`config.mk`:
```
export PLATFORM = sky130hd
export DESIGN_NAME = pmc_ac_shadow
export DESIGN_NICKNAME = d
export VERILOG_FILES = /design/src/rtl/pmc_ac_shadow_pkg.sv /design/src/rtl/pmc_ac_shadow_fsm.sv /design/src/rtl/pmc_ac_shadow.sv
export SDC_FILE = /design/constraint.sdc
export NUM_CORES = 1
export LEC_CHECK = 0
export ABC_AREA = 1
export ABC_CLOCK_PERIOD_IN_PS = 2000
export BUFFER_PORTS_ARGS = -buffer_cell sky130_fd_sc_hd__buf_4
export CORE_MARGIN = 2
export CORE_UTILIZATION = 48
export CTS_CLUSTER_DIAMETER = 50
export CTS_CLUSTER_SIZE = 20
export DETAILED_ROUTE_END_ITERATION = 10
export PLACE_DENSITY = 0.71
export SETUP_SLACK_MARGIN = 0.4
export SYNTH_ARGS = -nofsm -noshare
export SYNTH_HDL_FRONTEND = slang
export SYNTH_SLANG_ARGS = --single-unit
```
`constraint.sdc`:
```
create_clock -name clk -period 2 [get_ports clk]
set_clock_uncertainty 0.15 [all_clocks]
set_input_delay 0.3 -clock clk [delete_from_list [all_inputs] [get_ports clk]]
set_output_delay 0.3 -clock clk [all_outputs]
set_load 0.01 [all_outputs]
```
`src/rtl/pmc_ac_shadow_pkg.sv`:
```
// Shared types and constants for the PMC analog-configuration shadow block.
package pmc_ac_shadow_pkg;

  typedef enum logic [1:0] {
    StIdle,
    StPending,
    StSettle
  } fsm_state_e;

  // CTRL register bit positions
  localparam int unsigned CtrlCommit  = 0;
  localparam int unsigned CtrlLock    = 1;
  localparam int unsigned CtrlPending = 8;
  localparam int unsigned CtrlTimeout = 9;

  // Expand 4 byte enables into a 32-bit write mask
  function automatic logic [31:0] be_mask(input logic [3:0] be);
    logic [31:0] m;
    for (int i = 0; i < 4; i++) begin
      m[8*i +: 8] = {8{be[i]}};
    end
    return m;
  endfunction

endpackage

```
`src/rtl/pmc_ac_shadow_fsm.sv`:
```
// Commit/apply sequencer: waits for the PMU safe window, times out, then settles.
module pmc_ac_shadow_fsm
  import pmc_ac_shadow_pkg::*;
#(
  parameter int unsigned TIMEOUT_CYCLES = 1024,
  parameter int unsigned SETTLE_CYCLES  = 8
) (
  input  logic clk,
  input  logic rst_n,
  input  logic commit_req_i,
  input  logic apply_ok_i,
  output logic apply_o,
  output logic busy_o,
  output logic timeout_set_o
);

  localparam int unsigned MaxCnt = (TIMEOUT_CYCLES > SETTLE_CYCLES) ? TIMEOUT_CYCLES
                                                                     : SETTLE_CYCLES;
  localparam int unsigned CntW   = (MaxCnt > 1) ? $clog2(MaxCnt) : 1;

  localparam logic [CntW-1:0] TimeoutLast = CntW'(TIMEOUT_CYCLES - 1);
  localparam logic [CntW-1:0] SettleLast  = CntW'((SETTLE_CYCLES > 0) ? SETTLE_CYCLES - 1 : 0);

  fsm_state_e      state_q;
  logic [CntW-1:0] cnt_q;
  logic            busy_q;

  assign apply_o       = (state_q == StPending) && apply_ok_i;
  assign timeout_set_o = (state_q == StPending) && !apply_ok_i && (cnt_q == TimeoutLast);
  assign busy_o        = busy_q;

  // State, counter and registered busy flag; the counter stops at its last value.
  always_ff @(posedge clk or negedge rst_n) begin
    if (!rst_n) begin
      state_q <= StIdle;
      cnt_q   <= '0;
      busy_q  <= 1'b0;
    end else begin
      unique case (state_q)
        StIdle: begin
          if (commit_req_i) begin
            state_q <= StPending;
            cnt_q   <= '0;
            busy_q  <= 1'b1;
          end
        end
        StPending: begin
          if (apply_ok_i) begin
            cnt_q <= '0;
            if (SETTLE_CYCLES > 0) begin
              state_q <= StSettle;
            end else begin
              state_q <= StIdle;
              busy_q  <= 1'b0;
            end
          end else if (cnt_q == TimeoutLast) begin
            state_q <= StIdle;
            cnt_q   <= '0;
            busy_q  <= 1'b0;
          end else begin
            cnt_q <= cnt_q + CntW'(1);
          end
        end
        StSettle: begin
          if (cnt_q == SettleLast) begin
            state_q <= StIdle;
            cnt_q   <= '0;
            busy_q  <= 1'b0;
          end else begin
            cnt_q <= cnt_q + CntW'(1);
          end
        end
        default: begin
          state_q <= StIdle;
          cnt_q   <= '0;
          busy_q  <= 1'b0;
        end
      endcase
    end
  end

endmodule

```
`src/rtl/pmc_ac_shadow.sv`:
```
// Shadowed analog-config register bank with atomic commit into the active outputs.
module pmc_ac_shadow
  import pmc_ac_shadow_pkg::*;
#(
  parameter int unsigned          NUM_REGS       = 4,
  parameter int unsigned          TIMEOUT_CYCLES = 1024,
  parameter int unsigned          SETTLE_CYCLES  = 8,
  parameter logic [NUM_REGS*32-1:0] RESET_VAL    = '0
) (
  input  logic                     clk,
  input  logic                     rst_n,
  input  logic                     req,
  output logic                     gnt,
  input  logic [31:0]              addr,
  input  logic                     we,
  input  logic [3:0]               be,
  input  logic [31:0]              wdata,
  output logic                     rvalid,
  output logic [31:0]              rdata,
  output logic                     err,
  input  logic                     apply_ok_i,
  output logic [NUM_REGS*32-1:0]   cfg_o,
  output logic                     cfg_update_o,
  output logic                     busy_o
);

  localparam int unsigned        OffsW    = $clog2(NUM_REGS + 1);
  localparam logic [OffsW-1:0]   CtrlOffs = OffsW'(NUM_REGS);

  logic [NUM_REGS*32-1:0] shadow_q, shadow_d, cfg_q;
  logic                   rvalid_q, err_q, upd_q, lock_q, timeout_q, commit_q;
  logic [31:0]            rdata_q, rdata_d, shadow_rd, ctrl_rd, wr_mask;
  logic [OffsW-1:0]       offset;
  logic is_shadow, is_ctrl, oob;
  logic sh_wr, sh_wr_err, sh_wr_ok, ctrl_wr, commit_bit, commit_lock_err, ctrl_ok;
  logic acc_err, commit_acc, lock_set, timeout_clr, apply, timeout_set;

  logic unused_addr;
  assign unused_addr = ^{addr[31:OffsW+2], addr[1:0]};

  assign gnt       = req;
  assign offset    = addr[OffsW+1:2];
  assign is_shadow = offset < CtrlOffs;
  assign is_ctrl   = offset == CtrlOffs;
  assign oob       = offset > CtrlOffs;
  assign wr_mask   = be_mask(be);

  // Access decode: errors leave all state untouched
  assign sh_wr           = req && we && is_shadow;
  assign sh_wr_err       = sh_wr && (lock_q || busy_o);
  assign sh_wr_ok        = sh_wr && !sh_wr_err;
  assign ctrl_wr         = req && we && is_ctrl;
  assign commit_bit      = be[0] && wdata[CtrlCommit];
  assign commit_lock_err = ctrl_wr && commit_bit && lock_q;
  assign ctrl_ok         = ctrl_wr && !commit_lock_err;
  assign acc_err         = req && (oob || sh_wr_err || commit_lock_err);
  // A commit while the sequencer is busy is silently dropped
  assign commit_acc      = ctrl_ok && commit_bit && !busy_o;
  assign lock_set        = ctrl_ok && be[0] && wdata[CtrlLock];
  assign timeout_clr     = ctrl_ok && be[1] && wdata[CtrlTimeout];

  // Shadow read mux and byte-masked shadow write
  always_comb begin
    shadow_rd = '0;
    shadow_d  = shadow_q;
    for (int k = 0; k < NUM_REGS; k++) begin
      if (offset == OffsW'(k)) begin
        shadow_rd = shadow_q[32*k +: 32];
        if (sh_wr_ok) begin
          shadow_d[32*k +: 32] = (shadow_q[32*k +: 32] & ~wr_mask) | (wdata & wr_mask);
        end
      end
    end
  end

  // CTRL status and read-data selection; writes and errors return zero
  always_comb begin
    ctrl_rd              = '0;
    ctrl_rd[CtrlLock]    = lock_q;
    ctrl_rd[CtrlPending] = busy_o;
    ctrl_rd[CtrlTimeout] = timeout_q;
    rdata_d              = '0;
    if (req && !we && !acc_err) begin
      rdata_d = is_ctrl ? ctrl_rd : shadow_rd;
    end
  end

  // Commit is registered once so the earliest apply lands two edges after the grant
  pmc_ac_shadow_fsm #(
    .TIMEOUT_CYCLES (TIMEOUT_CYCLES),
    .SETTLE_CYCLES  (SETTLE_CYCLES)
  ) u_fsm (
    .clk           (clk),
    .rst_n         (rst_n),
    .commit_req_i  (commit_q),
    .apply_ok_i    (apply_ok_i),
    .apply_o       (apply),
    .busy_o        (busy_o),
    .timeout_set_o (timeout_set)
  );

  // Bus response, register bank, active config and sticky flags
  always_ff @(posedge clk or negedge rst_n) begin
    if (!rst_n) begin
      rvalid_q  <= 1'b0;
      rdata_q   <= '0;
      err_q     <= 1'b0;
      shadow_q  <= RESET_VAL;
      cfg_q     <= RESET_VAL;
      upd_q     <= 1'b0;
      lock_q    <= 1'b0;
      timeout_q <= 1'b0;
      commit_q  <= 1'b0;
    end else begin
      rvalid_q  <= req;
      rdata_q   <= rdata_d;
      err_q     <= acc_err;
      shadow_q  <= shadow_d;
      if (apply) begin
        cfg_q <= shadow_q;
      end
      upd_q     <= apply;
      lock_q    <= lock_q || lock_set;
      timeout_q <= timeout_set || (timeout_q && !timeout_clr);
      commit_q  <= commit_acc;
    end
  end

  assign rvalid       = rvalid_q;
  assign rdata        = rdata_q;
  assign err          = err_q;
  assign cfg_o        = cfg_q;
  assign cfg_update_o = upd_q;

endmodule

```
# Word level (Yosys, flattened, before mapping)
# Cells that the tools add are included.
# Widths: inputs -> output; s select.
[word_totals]
reg_bits = 307
elab_cells = 104
[op_classes]
addsub = 1
order_cmp = 2
n_eq_ne = 13
mux = 21
bitwise = 10
reduce_logical = 42
[op_table]
columns = ["cell", "n"]
rows = [
  ["$mux 32", 6],
  ["$and 32x32->32", 5],
  ["$or 32x32->32", 4],
  ["$mux 10", 4],
  ["$not 32->32", 1],
  ["$pmux 10 s3", 1],
  ["$logic_and 1x1->1", 22],
  ["$add 10x1->10 const B", 1],
  ["$eq 10x10->1 const B", 1],
  ["$eq 10x3->1 const B", 1],
  ["$mux 2", 4],
  ["$reduce_and 2->1", 4],
  ["$logic_not 1->1", 7],
  ["$eq 3x2->1 const B", 2],
  ["$ne 2x2->1 const B", 3],
  ["$pmux 2 s3", 1],
  ["$logic_or 1x1->1", 5],
  ["$mux 1", 4],
  ["$reduce_and 4->1", 1],
  ["$eq 3x1->1 const B", 1],
  ["$eq 3x3->1 const B", 1],
  ["$gt 3x3->1 const B", 1],
  ["$logic_not 3->1", 1],
  ["$lt 3x3->1 const B", 1],
  ["7 further kinds", 7],
]

# Logic depth before layout (Yosys ltp)
[depth]
word_depth = 11
depth_mapped = 10

# Cells and area by module
# A second synthesis with hierarchy kept.
[hier_totals]
hier_cells = 1231
area_unflattened_um2 = 12751.0
[by_module_without_submodules]
columns = ["module", "n_inst", "cells_per_inst", "area_per_inst_um2"]
rows = [
  ["pmc_ac_shadow", 1, 1101, 11846.4],
  ["pmc_ac_shadow_fsm", 1, 130, 904.6],
]

# Worst setup path after synthesis
# OpenSTA, ideal clock, no wires.
[synth_path]
path_type = "register -> register"
start = "reg u_fsm.state_q[0]"
end = "reg u_fsm.cnt_q[4]"
setup_time_ns = 0.126
t_arrival_ns = 1.401
path_slack_ns = 0.323
stages_incl_launch_ff = 11
n_path_buf = 0
period_less_slack_ns = 1.677
path_cell_list = "dfrtp_1 > inv_1 > ha_1 > inv_1 > nor2_2 > inv_1 > nand2_1 > nor2_1 > o21a_1 > nand2_1 > o21ai_0"
[synth_via]
elab_chain_cells = 2
[synth_lines]
columns = ["element", "line", "rtl"]
rows = [
  ["from (decl)", "pmc_ac_shadow_fsm.sv:24", "fsm_state_e state_q;"],
  ["from (signal assigned)", "pmc_ac_shadow_fsm.sv:35", "state_q <= StIdle;"],
  ["from (signal assigned)", "pmc_ac_shadow_fsm.sv:42", "state_q <= StPending;"],
  ["from (signal assigned)", "pmc_ac_shadow_fsm.sv:51", "state_q <= StSettle;"],
  ["$eq 2x2->1, or another cell as far along", "pmc_ac_shadow_fsm.sv:39", "unique case (state_q)"],
  ["$pmux 10 s3 or $ne 2x2->1 (tied branches)", "-", ""],
  ["to (signal assigned)", "pmc_ac_shadow_fsm.sv:61", "cnt_q <= cnt_q + CntW'(1);"],
  ["to (signal assigned)", "pmc_ac_shadow_fsm.sv:70", "cnt_q <= cnt_q + CntW'(1);"],
  ["to (decl)", "pmc_ac_shadow_fsm.sv:25", "logic [CntW-1:0] cnt_q;"],
]
# Several ways; a longest one is shown, not always the timed one.
# A chain may end at the register's enable or synchronous reset.

==> flow_metrics.tcl <==
set metrics [dict create \
    first_global_vias 10100 \
    cp_common_cell "nor2_4" \
    cts_tree "built" \
    die_y_um 166 \
    cts_root_buf "clkbuf_16" \
    placedCellCount 1877 \
    crit_chain "nor2_4 > nand3_4 > nor2_4 > buf_6 > nand2_8 > nand2_1 > o21ai_2" \
    cp.arrival_ns 1.94 \
    num_vias 10400 \
    gp_congestion 0.839 \
    final_common_cell "nand2_1" \
    grt_overflow 0 \
    synthCells 1367 \
    drive_gt1_share_pct 27.5 \
    worstSetupPathType "flop to flop" \
    cp_slowest_stage_delay_ns 0.46 \
    tightest_slew_ns 0.481 \
    coreArea_mm2 0.0260 \
    grt_max_degree 67 \
    placed_cell_area_mm2 0.0146 \
    final_area_mm2 0.0169 \
    clk_latency_ns 0.54 \
    setup_viol 0 \
    r2r_cells 7 \
    drc 0 \
    synth_nets 1444 \
    cap_viol_max_count 0 \
    die_w_um 166 \
    min_period_ns 1.66 \
    track_usage_pct 24.4 \
    fin_nets 1721 \
    cts_buffer_depth 3 \
    port_buffers 208 \
    power.density_mw_per_mm2 1290 \
    synth-seq-area-share_pct 60.8 \
    start_util_pct 48.6 \
    numCtsBuffers 29 \
    crit_path_end_kind "flop" \
    yosys_register_bits 307 \
    whs_path_depth 3 \
    cts.sinks 307 \
    startpoint_type "flop" \
    hold_viol 0 \
    max_freq_ghz 0.602 \
    die-area_mm2 0.0276 \
    hold_class "primary input to flop" \
    hold_slack_ns 0.0248 \
    htree_levels 1 \
    drt_iter0_drc 845 \
    wl_mm 35.1 \
    rsz0062_at_grt "true" \
    first_pass_iters 5 \
    std_cell_rows 59 \
    crit_fanout 8 \
    dp_hpwl_mm 22.7 \
    ant_nets 0 \
    required_ns 2.28 \
    drt-wirelength-per-cell_um 17.5 \
    antenna_found_initial 3 \
    layout_common_cells "nand2_1, dfrtp_1, buf_4" \
    netlist_area_mm2 0.0126 \
    instances_no_fill 2004 \
    maxSlewViolCount 0 \
    fin_crit_sh_pct 83.0 \
    outcome "finished, final reports clean" \
    grt_pass1_wl_mm 54.5 \
    area_growth_syn_to_layout_pct 33.9 \
    post-place-ws_ns 0.124 \
    ios 238 \
    yosys_warnings 0 \
    avgSynthCellArea_um2 9.24 \
    vdd_drop_max_mv 1.03 \
    power_leakage_nw 8.21 \
    setup_ws_ns 0.340 \
    max_slew_margin_pct 67.9 \
    fin_setup_tns_ns 0 \
    synth_cell_types 37 \
    clk_pin_slew_ns 0.08 \
    vias_per_cell 5.21 \
    crit_path_top_delay_cell "dfrtp_2" \
]
logic make-up after synthesis:
family	share of synthesized area [%]
XOR/XNOR	0.347
flip-flops	60.8
buffers and inverters	8.37
adder cells (fa/ha/maj)	0.396
AO/OA/AOI/OAI	14.7
AND/OR/NAND/NOR	15.4
power breakdown:
group          leakage (nW)  switching, mW  internal, mW
logic                  3.57           3.59          3.03
clock network         0.504           2.70          3.22
registers              4.14           1.31          8.04
synth_stat cells, drive strengths merged:
library cell | count | area, um2
buf | 39 | 317
a31o | 1 | 8.76
xnor2 | 2 | 17.5
dfrtp | 307 | 7680
a21boi | 1 | 7.51
nor4 | 1 | 6.26
ha | 4 | 50.1
a21oi | 3 | 15.0
nand3b | 1 | 7.51
nand4 | 5 | 52.6
o21bai | 4 | 30.0
nor2 | 54 | 233
a21o | 1 | 7.51
o22ai | 28 | 175
nor3 | 2 | 10.0
nand2 | 380 | 1460
clkbuf | 24 | 91.3
inv | 173 | 649
o211ai | 1 | 7.51
o21ai | 308 | 1600
nand3 | 24 | 168
o21a | 1 | 7.51
xor2 | 3 | 26.3
path summary, 6_finish.rpt:
check / startpoint / to / slack, ns
setup / recovery: u_fsm.busy_o / flop / 0.34
max in group asynchronous: rst_n / cfg_o[116] / 0.93
hold reg to reg: cfg_o[28] / cfg_o[28] / 0.34
setup reg to reg: u_fsm.busy_o / flop / 0.34
min in group asynchronous: rst_n / async pin / 0.09
hold / removal: be[3] / flop / 0.02
layout make-up:
class	instances	area [um2]
fill	2080	9070
inverter	173	656
tap	335	419
sequential	307	7690
antenna	3	7.51
clock inverter	23	314
timing repair buffer	303	2570
clock buffer	30	729
multi-input combinational	830	4530
stage by stage:
stage	power, mW	util [%]
CTS	21.5	63.3
floorplan	12.2	-
global placement	15.1	56.1
finish	21.9	65.1
detailed placement	15.3	56.1
global route	23.1	65.1
metal layers:
| metal | part of all wire, % | vias up | GRT usage (%) | wire length [um] |
|---|---|---|---|---|
| met5 | 0 | - | 0 | 0 |
| met4 | 2.7 | 0 | 8.62 | 960 |
| met3 | 6.2 | 55 | 4.60 | 2160 |
| met2 | 49 | 329 | 39.3 | 17100 |
| met1 | 42 | 5103 | 33.6 | 14800 |
| li1 | - | 4961 | - | - |
timing repair:
action | 4_1_cts | 5_1_grt
endpoints found under the hold margin | 442 | 0
gates cloned | 2 | 4
resized for setup | 61 | 90
buffers inserted | 20 | 8
endpoints found under the setup margin | 292 | 192
pin swaps | 9 | 18
hold buffers | 37 | 0
worst max-delay path: cells and delay by family (launching register included):
| family | cells | cell delay (ns) |
|---|---|---|
| flops | 1 | 0.46 |
| buf+inv | 1 | 0.17 |
| compound gates | 1 | 0.05 |
| simple gates | 5 | 0.71 |
(Power assumes the default switching activity.)
